$ cat config.mk
export PLATFORM = sky130hd
export DESIGN_NAME = wrr_arbiter
export DESIGN_NICKNAME = d
export VERILOG_FILES = /design/src/rtl/wrr_arbiter.sv
export SDC_FILE = /design/constraint.sdc
export NUM_CORES = 1
export LEC_CHECK = 0
export CORE_AREA = 2 2 87 64
export CTS_CLUSTER_SIZE = 14
export DETAILED_ROUTE_END_ITERATION = 6
export DIE_AREA = 0 0 89 66
export PLACE_DENSITY = 0.88
export SLEW_MARGIN = 20
export SYNTH_ARGS = -nofsm -noshare
export SYNTH_HDL_FRONTEND = slang
export SYNTH_SLANG_ARGS = --single-unit
$ cat constraint.sdc
create_clock -name clock -period 4.7 [get_ports clock]
set_input_delay 0.705 -clock clock [delete_from_list [all_inputs] [get_ports clock]]
set_output_delay 0.705 -clock clock [all_outputs]
set_load 0.05 [all_outputs]
$ cat src/rtl/wrr_arbiter.sv
// Weighted round-robin arbiter.
// One client at a time owns the shared resource for a burst of up to its
// programmed weight of unstalled cycles. Priority then rotates to the client
// after the owner. Stall freezes every piece of arbiter state.
module wrr_arbiter #(
  parameter int CLIENTS  = 8,
  parameter int WEIGHT_W = 4,
  localparam int IDX_W   = $clog2(CLIENTS)
) (
  input  logic                         clock,
  input  logic                         reset,
  input  logic [CLIENTS-1:0]           request,
  input  logic [CLIENTS*WEIGHT_W-1:0]  weight,
  input  logic                         stall,
  output logic [CLIENTS-1:0]           grant,
  output logic [IDX_W-1:0]             grant_id,
  output logic [WEIGHT_W-1:0]          credit
);

  logic [IDX_W-1:0]    ptr;
  logic                win_found;
  logic [IDX_W-1:0]    win_id;
  logic [CLIENTS-1:0]  win_onehot;
  logic [WEIGHT_W-1:0] win_w;
  logic [WEIGHT_W-1:0] win_credit;
  logic [IDX_W-1:0]    ptr_next;
  logic                keep;

  // The current owner keeps the grant while it still requests and has
  // more than one cycle of credit left.
  assign keep = (grant != '0) && request[grant_id] && (credit > WEIGHT_W'(1));

  // Circular first-set search starting at the rotation pointer.
  always_comb begin
    int idx;
    idx        = 0;
    win_found  = 1'b0;
    win_id     = '0;
    win_onehot = '0;
    for (int k = 0; k < CLIENTS; k++) begin
      idx = int'(ptr) + k;
      if (idx >= CLIENTS) idx = idx - CLIENTS;
      if (!win_found && request[idx]) begin
        win_found       = 1'b1;
        win_id          = IDX_W'(idx);
        win_onehot[idx] = 1'b1;
      end
    end
  end

  // Burst length of the winner (zero weight still yields one cycle) and the
  // pointer value that gives the winner lowest priority next time.
  always_comb begin
    win_w      = weight[int'(win_id)*WEIGHT_W +: WEIGHT_W];
    win_credit = (win_w == '0) ? WEIGHT_W'(1) : win_w;
    ptr_next   = (int'(win_id) == CLIENTS-1) ? '0 : IDX_W'(int'(win_id) + 1);
  end

  // Grant state: reset, freeze on stall, continue the burst, or re-arbitrate
  // in the same edge that ends the previous burst.
  always_ff @(posedge clock) begin
    if (reset) begin
      grant    <= '0;
      grant_id <= '0;
      credit   <= '0;
      ptr      <= '0;
    end else if (!stall) begin
      if (keep) begin
        credit <= credit - WEIGHT_W'(1);
      end else if (win_found) begin
        grant    <= win_onehot;
        grant_id <= win_id;
        credit   <= win_credit;
        ptr      <= ptr_next;
      end else begin
        grant    <= '0;
        grant_id <= '0;
        credit   <= '0;
      end
    end
  end

`ifndef SYNTHESIS
  localparam int LIVE_BOUND = (CLIENTS-1)*((1 << WEIGHT_W)-1)+1;

  logic [31:0] wait_cnt [CLIENTS];

  // Unstalled cycles each client has spent requesting without holding a grant.
  always_ff @(posedge clock) begin
    for (int i = 0; i < CLIENTS; i++) begin
      if (reset || !request[i] || grant[i]) wait_cnt[i] <= '0;
      else if (!stall)                      wait_cnt[i] <= wait_cnt[i] + 32'd1;
    end
  end

  am_known: assume property (@(posedge clock) !$isunknown({reset, stall, request}));

  ap_onehot: assert property (@(posedge clock) $onehot0(grant));

  ap_idle: assert property (@(posedge clock)
    (grant == '0) |-> (grant_id == '0 && credit == '0));

  ap_credit: assert property (@(posedge clock)
    (grant != '0) |-> (credit != '0 && grant[grant_id]));

  ap_stall: assert property (@(posedge clock) disable iff (reset)
    stall |=> ($stable(grant) && $stable(grant_id) && $stable(credit) && $stable(ptr)));

  for (genvar g = 0; g < CLIENTS; g++) begin : g_live
    ap_live: assert property (@(posedge clock) disable iff (reset)
      wait_cnt[g] <= LIVE_BOUND);
  end
`endif

endmodule

== After elaboration in Yosys (flattened, before gate mapping) ==
Index checks and enable logic that the tools add are counted.
Storage, ports and cells
  output and inout bits: 15
  memories kept: 0
  register bits after elaboration: 18
  ROM bits: 0
  latch bits: 0
  memory bits (writable): 0
Cells by class
  div/mod/pow operators: 0
  order comparisons: 26
  shift operators: 1
  equality and inequality tests: 1
  multiplexer cells: 80
  bitwise gates (word level): 9
  $add $sub $neg: 17
  reduce and logical (&&, ||, !) cells: 28
  multipliers: 0
Operator list (number)
  32-bit by 1-bit >= comparator with 1-bit output (second input constant): 8
  32-bit by 5-bit less-than comparator with 1-bit output (second input constant): 8
  32-bit two-way mux: 8
  8-bit two-way mux: 9
  8-bit OR: 7
  4-bit by 4-bit subtractor with 5-bit output (second input constant): 7
  1-bit two-way mux: 33
  32-bit by 6-bit variable part select with 4-bit output: 1
  3-bit two-way mux: 10
  4-bit >= comparator (second input constant): 7
  1-bit binary-select mux with 3-bit select: 9
  1-bit demux with 3-bit select: 8
  1-bit logical AND: 17
  3-bit by 3-bit adder with 4-bit output (second input constant): 4
  4-bit two-way mux: 3
  3-bit by 2-bit adder with 4-bit output (second input constant): 2
  8-bit nonzero test: 1
  1-bit logical NOT: 7
  3-bit by 4-bit subtractor with 5-bit output (second input constant): 1
  3-bit by 1-bit adder with 4-bit output (second input constant): 1
  3-bit by 4-bit >= comparator with 1-bit output (second input constant): 1
  4-bit by 1-bit greater-than comparator with 1-bit output (second input constant): 1
  4-bit logical NOT: 1
  3-bit by 4-bit less-than comparator with 1-bit output (second input constant): 1
  other kinds (6): 7

== Depth between registers and ports, before layout ==
  word-level depth: 32
  gate-level depth with buffers: 19
  gate-level depth less buffers: 14

== Least setup slack after synthesis ==
Ideal clock, no wire load.
  path type: reg-to-reg
  from: reg ptr[1]
  to: reg credit[0]
  clock period less this slack: 3787 ps
  setup slack: 913 ps
  arrival: 3708 ps
  cell stages (with the launch flop): 18
  cell sequence: dfxtp_1 buf_2 inv_1 ha_1 buf_6 mux2_1 mux4_2 o22ai_2 nor3b_4 o311a_2 o22a_2 buf_6 buf_12 mux2i_1 mux2i_1 mux2i_1 nand4_1 o211ai_1
On the way
  cells in the longest elaborated chain, start to end: 32
  elaborated cells on any way between the ends: 90
Ends and longest elaborated chain
  from (decl): line 20  | logic [IDX_W-1:0] ptr;
  from (signal assigned): line 74  | ptr <= ptr_next;
  parallel branches: the longest is 30 deep, another holds 4-bit by 4-bit subtractor with 5-bit output
  4-bit two-way mux *: line 70  | end else if (win_found) begin
  4-bit two-way mux *: line 68  | if (keep) begin
  to (signal assigned): line 69  | credit <= credit - WEIGHT_W'(1);
  to (signal assigned): line 73  | credit <= win_credit;
  to (decl): line 17  | output logic [WEIGHT_W-1:0] credit
Every way passes the cells marked *. The select of a mux whose other input is x is not followed.
A chain may end at the register's enable or synchronous reset.

== Worst setup path in the final report ==
  from: in request[4]
  to: reg credit[0]
On the way
  cells in the longest elaborated chain, start to end: 30
  elaborated cells on any way between the ends: 63
Ends and longest elaborated chain
  from (decl): line 12  | input logic [CLIENTS-1:0] request,
  1-bit binary-select mux with 3-bit select: line 43  | if (!win_found && request[idx]) begin
  1-bit two-way mux (not written as such) (2 in a row): line 43
  1-bit two-way mux: line 43
  1-bit logical NOT: line 43
  1-bit logical AND: line 43
  1-bit two-way mux: line 43
  1-bit logical NOT: line 43
  1-bit logical AND: line 43
  (+13 left out)
  1-bit logical NOT: line 43
  1-bit logical AND: line 43
  3-bit two-way mux: line 43
  32-bit by 6-bit variable part select with 4-bit output: line 54  | win_w = weight[int'(win_id)*WEIGHT_W +: WEIGHT_W];
  4-bit logical NOT: line 55  | win_credit = (win_w == '0) ? WEIGHT_W'(1) : win_w;
  4-bit two-way mux: line 55
  4-bit two-way mux: line 70
  4-bit two-way mux *: line 68
Mark *: on every way between the ends. The rest lies on a longest branch, timed or not. The select of a mux whose other input is x is not followed.

==> qor.csv <==
stage,metric,value,unit
pwr,Lkg Pwr,1.14,nW
clock_tree,clk_lat worst skew,0.25,ns
place,dpl cells,413,
route,DR iter-0 viols,322,
timing,max-slew violations,0,
clock_tree,CTS tree,built,
cells_and_area,# diodes,0,
cells_and_area,P&R area growth vs syn,25.2,%
clock_tree,post-CTS setup buffer count,0,
setup_path,crit start category,primary input,
timing,final worst path period need,4.23,ns
logic_synthesis,top_reg_cell synth,dfxtp_1,
cells_and_area,share of cells above drive strength 1,0.145,
die,die area,5870,µm²
clock_tree,# resized after CTS,0,
logic_synthesis,sequential element share of the synthesized area,0.143,
route,DRT antenna net count,0,
pwr,Power Density,834,nW/µm²
clock_tree,TritonCTS Sinks,18,
timing,RSZ-0062 raised after global routing,no,
pwr,Max VDD drop,352,µV
cells_and_area,fin nets,400,
timing,Final Hold Vio Count,0,
timing,"Setup violations, final",0,
timing,fmax,236,MHz
logic_synthesis,synthesized area,2510,µm²
timing,Worst-Margin Slew,0.768,ns
grt,met1 Track Usage GR,0.363,
die,die width,89,µm
cells_and_area,design area,3140,µm²
logic_synthesis,Async SR Flop Fraction,0,
grt,GRT Residual Overflow,0,
grt,first-pass GRT wire length,11700,µm
grt,GR Layer Usage met3,0.0649,
grt,met2 track demand over resource,0.371,
setup_path,CP Data Arrival Time,4.41,ns
route,Routed WL,7130,µm
setup_path,Crit Path Category,primary input to register,
die,Site Rows,22,
place,Port-buffer cells,57,
cells_and_area,Layout fillers,450,
timing,Max-slew headroom,0.480,
route,1st-pass router iterations,7,
logic_synthesis,Post-synth EDFFs,0,
cells_and_area,"commonest cells after routing, fill and taps aside","clkdlybuf4s50_1 (57), nand2_1 (31), a21oi_1 (26), nor2_1 (25), dfxtp_1 (18)",
grt,initial antenna violation count,0,
logic_synthesis,synthesis-stage register bit count,18,
flow_run,Max Cap Violations,0,
cells_and_area,final std cells w/o fill,417,
place,Final HPWL DP,5600,µm
route,number of remaining DRC errors,0,
hold_path,hold crit path type,register to register,
place,GP Congestion,1.02,
die,Die Height,66,µm
logic_synthesis,Post-Syn Instances,295,
clock_tree,Post-CTS Hold Fix Bufs,0,
die,Initial Utilization,0.496,
grt,vias in the first global route,2412,
route,Vias,2666,
logic_synthesis,synth unique cells,63,
die,Core Area,5060,µm²
clock_tree,CTS Buffer Depth,2,
pwr,Final Total Pwr,0.00262,W
logic_synthesis,Avg Inst Size Synth,8.51,µm²
logic_synthesis,Synthesis Warnings,0,
die,IO Count,58,
clock_tree,"Reg clk slew, reported paths",0.07,ns
setup_path,worst-path fanout max,17,
grt,Tot GR Track Use,0.253,
clock_tree,Clock Tree Root,clkbuf_8,
timing,Setup Skew,0.00189,ns
place,Placed Area,3090,µm²
grt,pin count of the biggest net entering global routing,25,
status,status,completed,
grt,grt peak-use layer,met2,
clock_tree,H-tree depth reported by CTS,1,
timing,setup total negative slack,0,ns
route,detailed-route vias per instance,6.39,
timing,final period utilization,0.901,
setup_path,"Data required, critical path",4.87,ns
clock_tree,CTS Buf Count,3,
logic_synthesis,"Net Count, Synth",349,
setup_path,CP Capture Type,register,
cells_and_area,"commonest non-fill, non-tap cell in the layout",clkdlybuf4s50_1,
route,DR WL/cell,17.1,µm
-- report_power, final --
part | switching, W | internal, W | total, W
logic | 0.00131 | 0.000921 | 0.00223
clock network | 0.0000511 | 0.0000744 | 0.000125
registers | 0.0000534 | 0.000211 | 0.000264
total | 0.00142 | 0.00121 | 0.00262
-- cell families after synthesis --
group,synth area share
multiplexers,0.262
AND/OR/NAND/NOR,0.206
AO/OA/AOI/OAI,0.244
adder cells (fa/ha/maj),0.0548
buffers and inverters,0.0722
XOR/XNOR,0.0169
flip-flops,0.143
-- registers in the layout, summed over array words and instances (netlist names) --
signal    flops
credit        4
grant         8
grant_id      3
ptr           3
-- area by class of cell --
type / count / area, µm² / area share
clock buffers: 4 / 55.1 / 0.0175
inverters: 8 / 30.0 / 0.00955
multi-input cells: 249 / 1970 / 0.627
flip-flops and latches: 18 / 360 / 0.115
well taps: 72 / 90.1 / 0.0287
repair buffers: 66 / 638 / 0.203
-- worst max-delay path, stage by stage --
cell and delay, ns:
clkdlybuf4s50_1 0.54, mux4_2 0.56, mux2i_2 0.41, and3_1 0.43, nand2_1 0.14, a21oi_1 0.31, o22a_2 0.45, mux2i_1 0.27
mux2i_1 0.11, mux2i_1 0.24, nand4_1 0.12, o211ai_1 0.11
-- per-stage QoR --
| stage | worst slack (ns) | hold WS (ns) | utilization |
|---|---|---|---|
| 2_1_floorplan | 0.913 | 0.626 | - |
| 3_5_place_dp | 0.302 | 0.466 | 0.610 |
| 3_3_place_gp | 0.404 | 0.461 | 0.610 |
| 4_1_cts | 0.558 | 0.475 | 0.621 |
| 5_1_grt | 0.123 | 0.505 | 0.621 |
| 6_report | 0.466 | 0.473 | 0.621 |
-- layer usage --
| layer | wire, µm | vias to the layer above |
|---|---|---|
| li1 | - | 1240 |
| met3 | 808 | 13 |
| met1 | 3110 | 1222 |
| met4 | 114 | 0 |
| met5 | 0 | - |
| met2 | 3090 | 191 |
-- cells in the mapped netlist, types with 5 or more instances --
| master | n | share of area |
|---|---|---|
| o21ai_0 | 13 | 0.026 |
| and2_1 | 9 | 0.022 |
| mux4_2 | 14 | 0.13 |
| nand4_1 | 5 | 0.012 |
| dfxtp_1 | 18 | 0.14 |
| inv_1 | 7 | 0.010 |
| buf_6 | 6 | 0.027 |
| nand2_1 | 31 | 0.046 |
| ha_1 | 11 | 0.055 |
| nor2_1 | 25 | 0.037 |
| nand3_1 | 6 | 0.012 |
| a221oi_1 | 7 | 0.024 |
| a21oi_1 | 26 | 0.052 |
| mux2i_1 | 17 | 0.068 |
| a22oi_1 | 6 | 0.018 |
| o22ai_1 | 5 | 0.012 |
| o211ai_1 | 5 | 0.015 |
| clkbuf_1 | 6 | 0.0090 |
-- path summary, 6_finish.rpt --
kind / cells after the start / from / slack (ns) / endpoint
setup / recovery: 12 / request[4] / 0.47 / credit[0]
hold reg to reg: 2 / grant[3] / 0.47 / grant[3]
setup reg to reg: 13 / ptr[1] / 0.47 / credit[0]
hold / removal: 2 / grant[3] / 0.47 / grant[3]
Note: power is estimated with default switching activity, not from simulation.
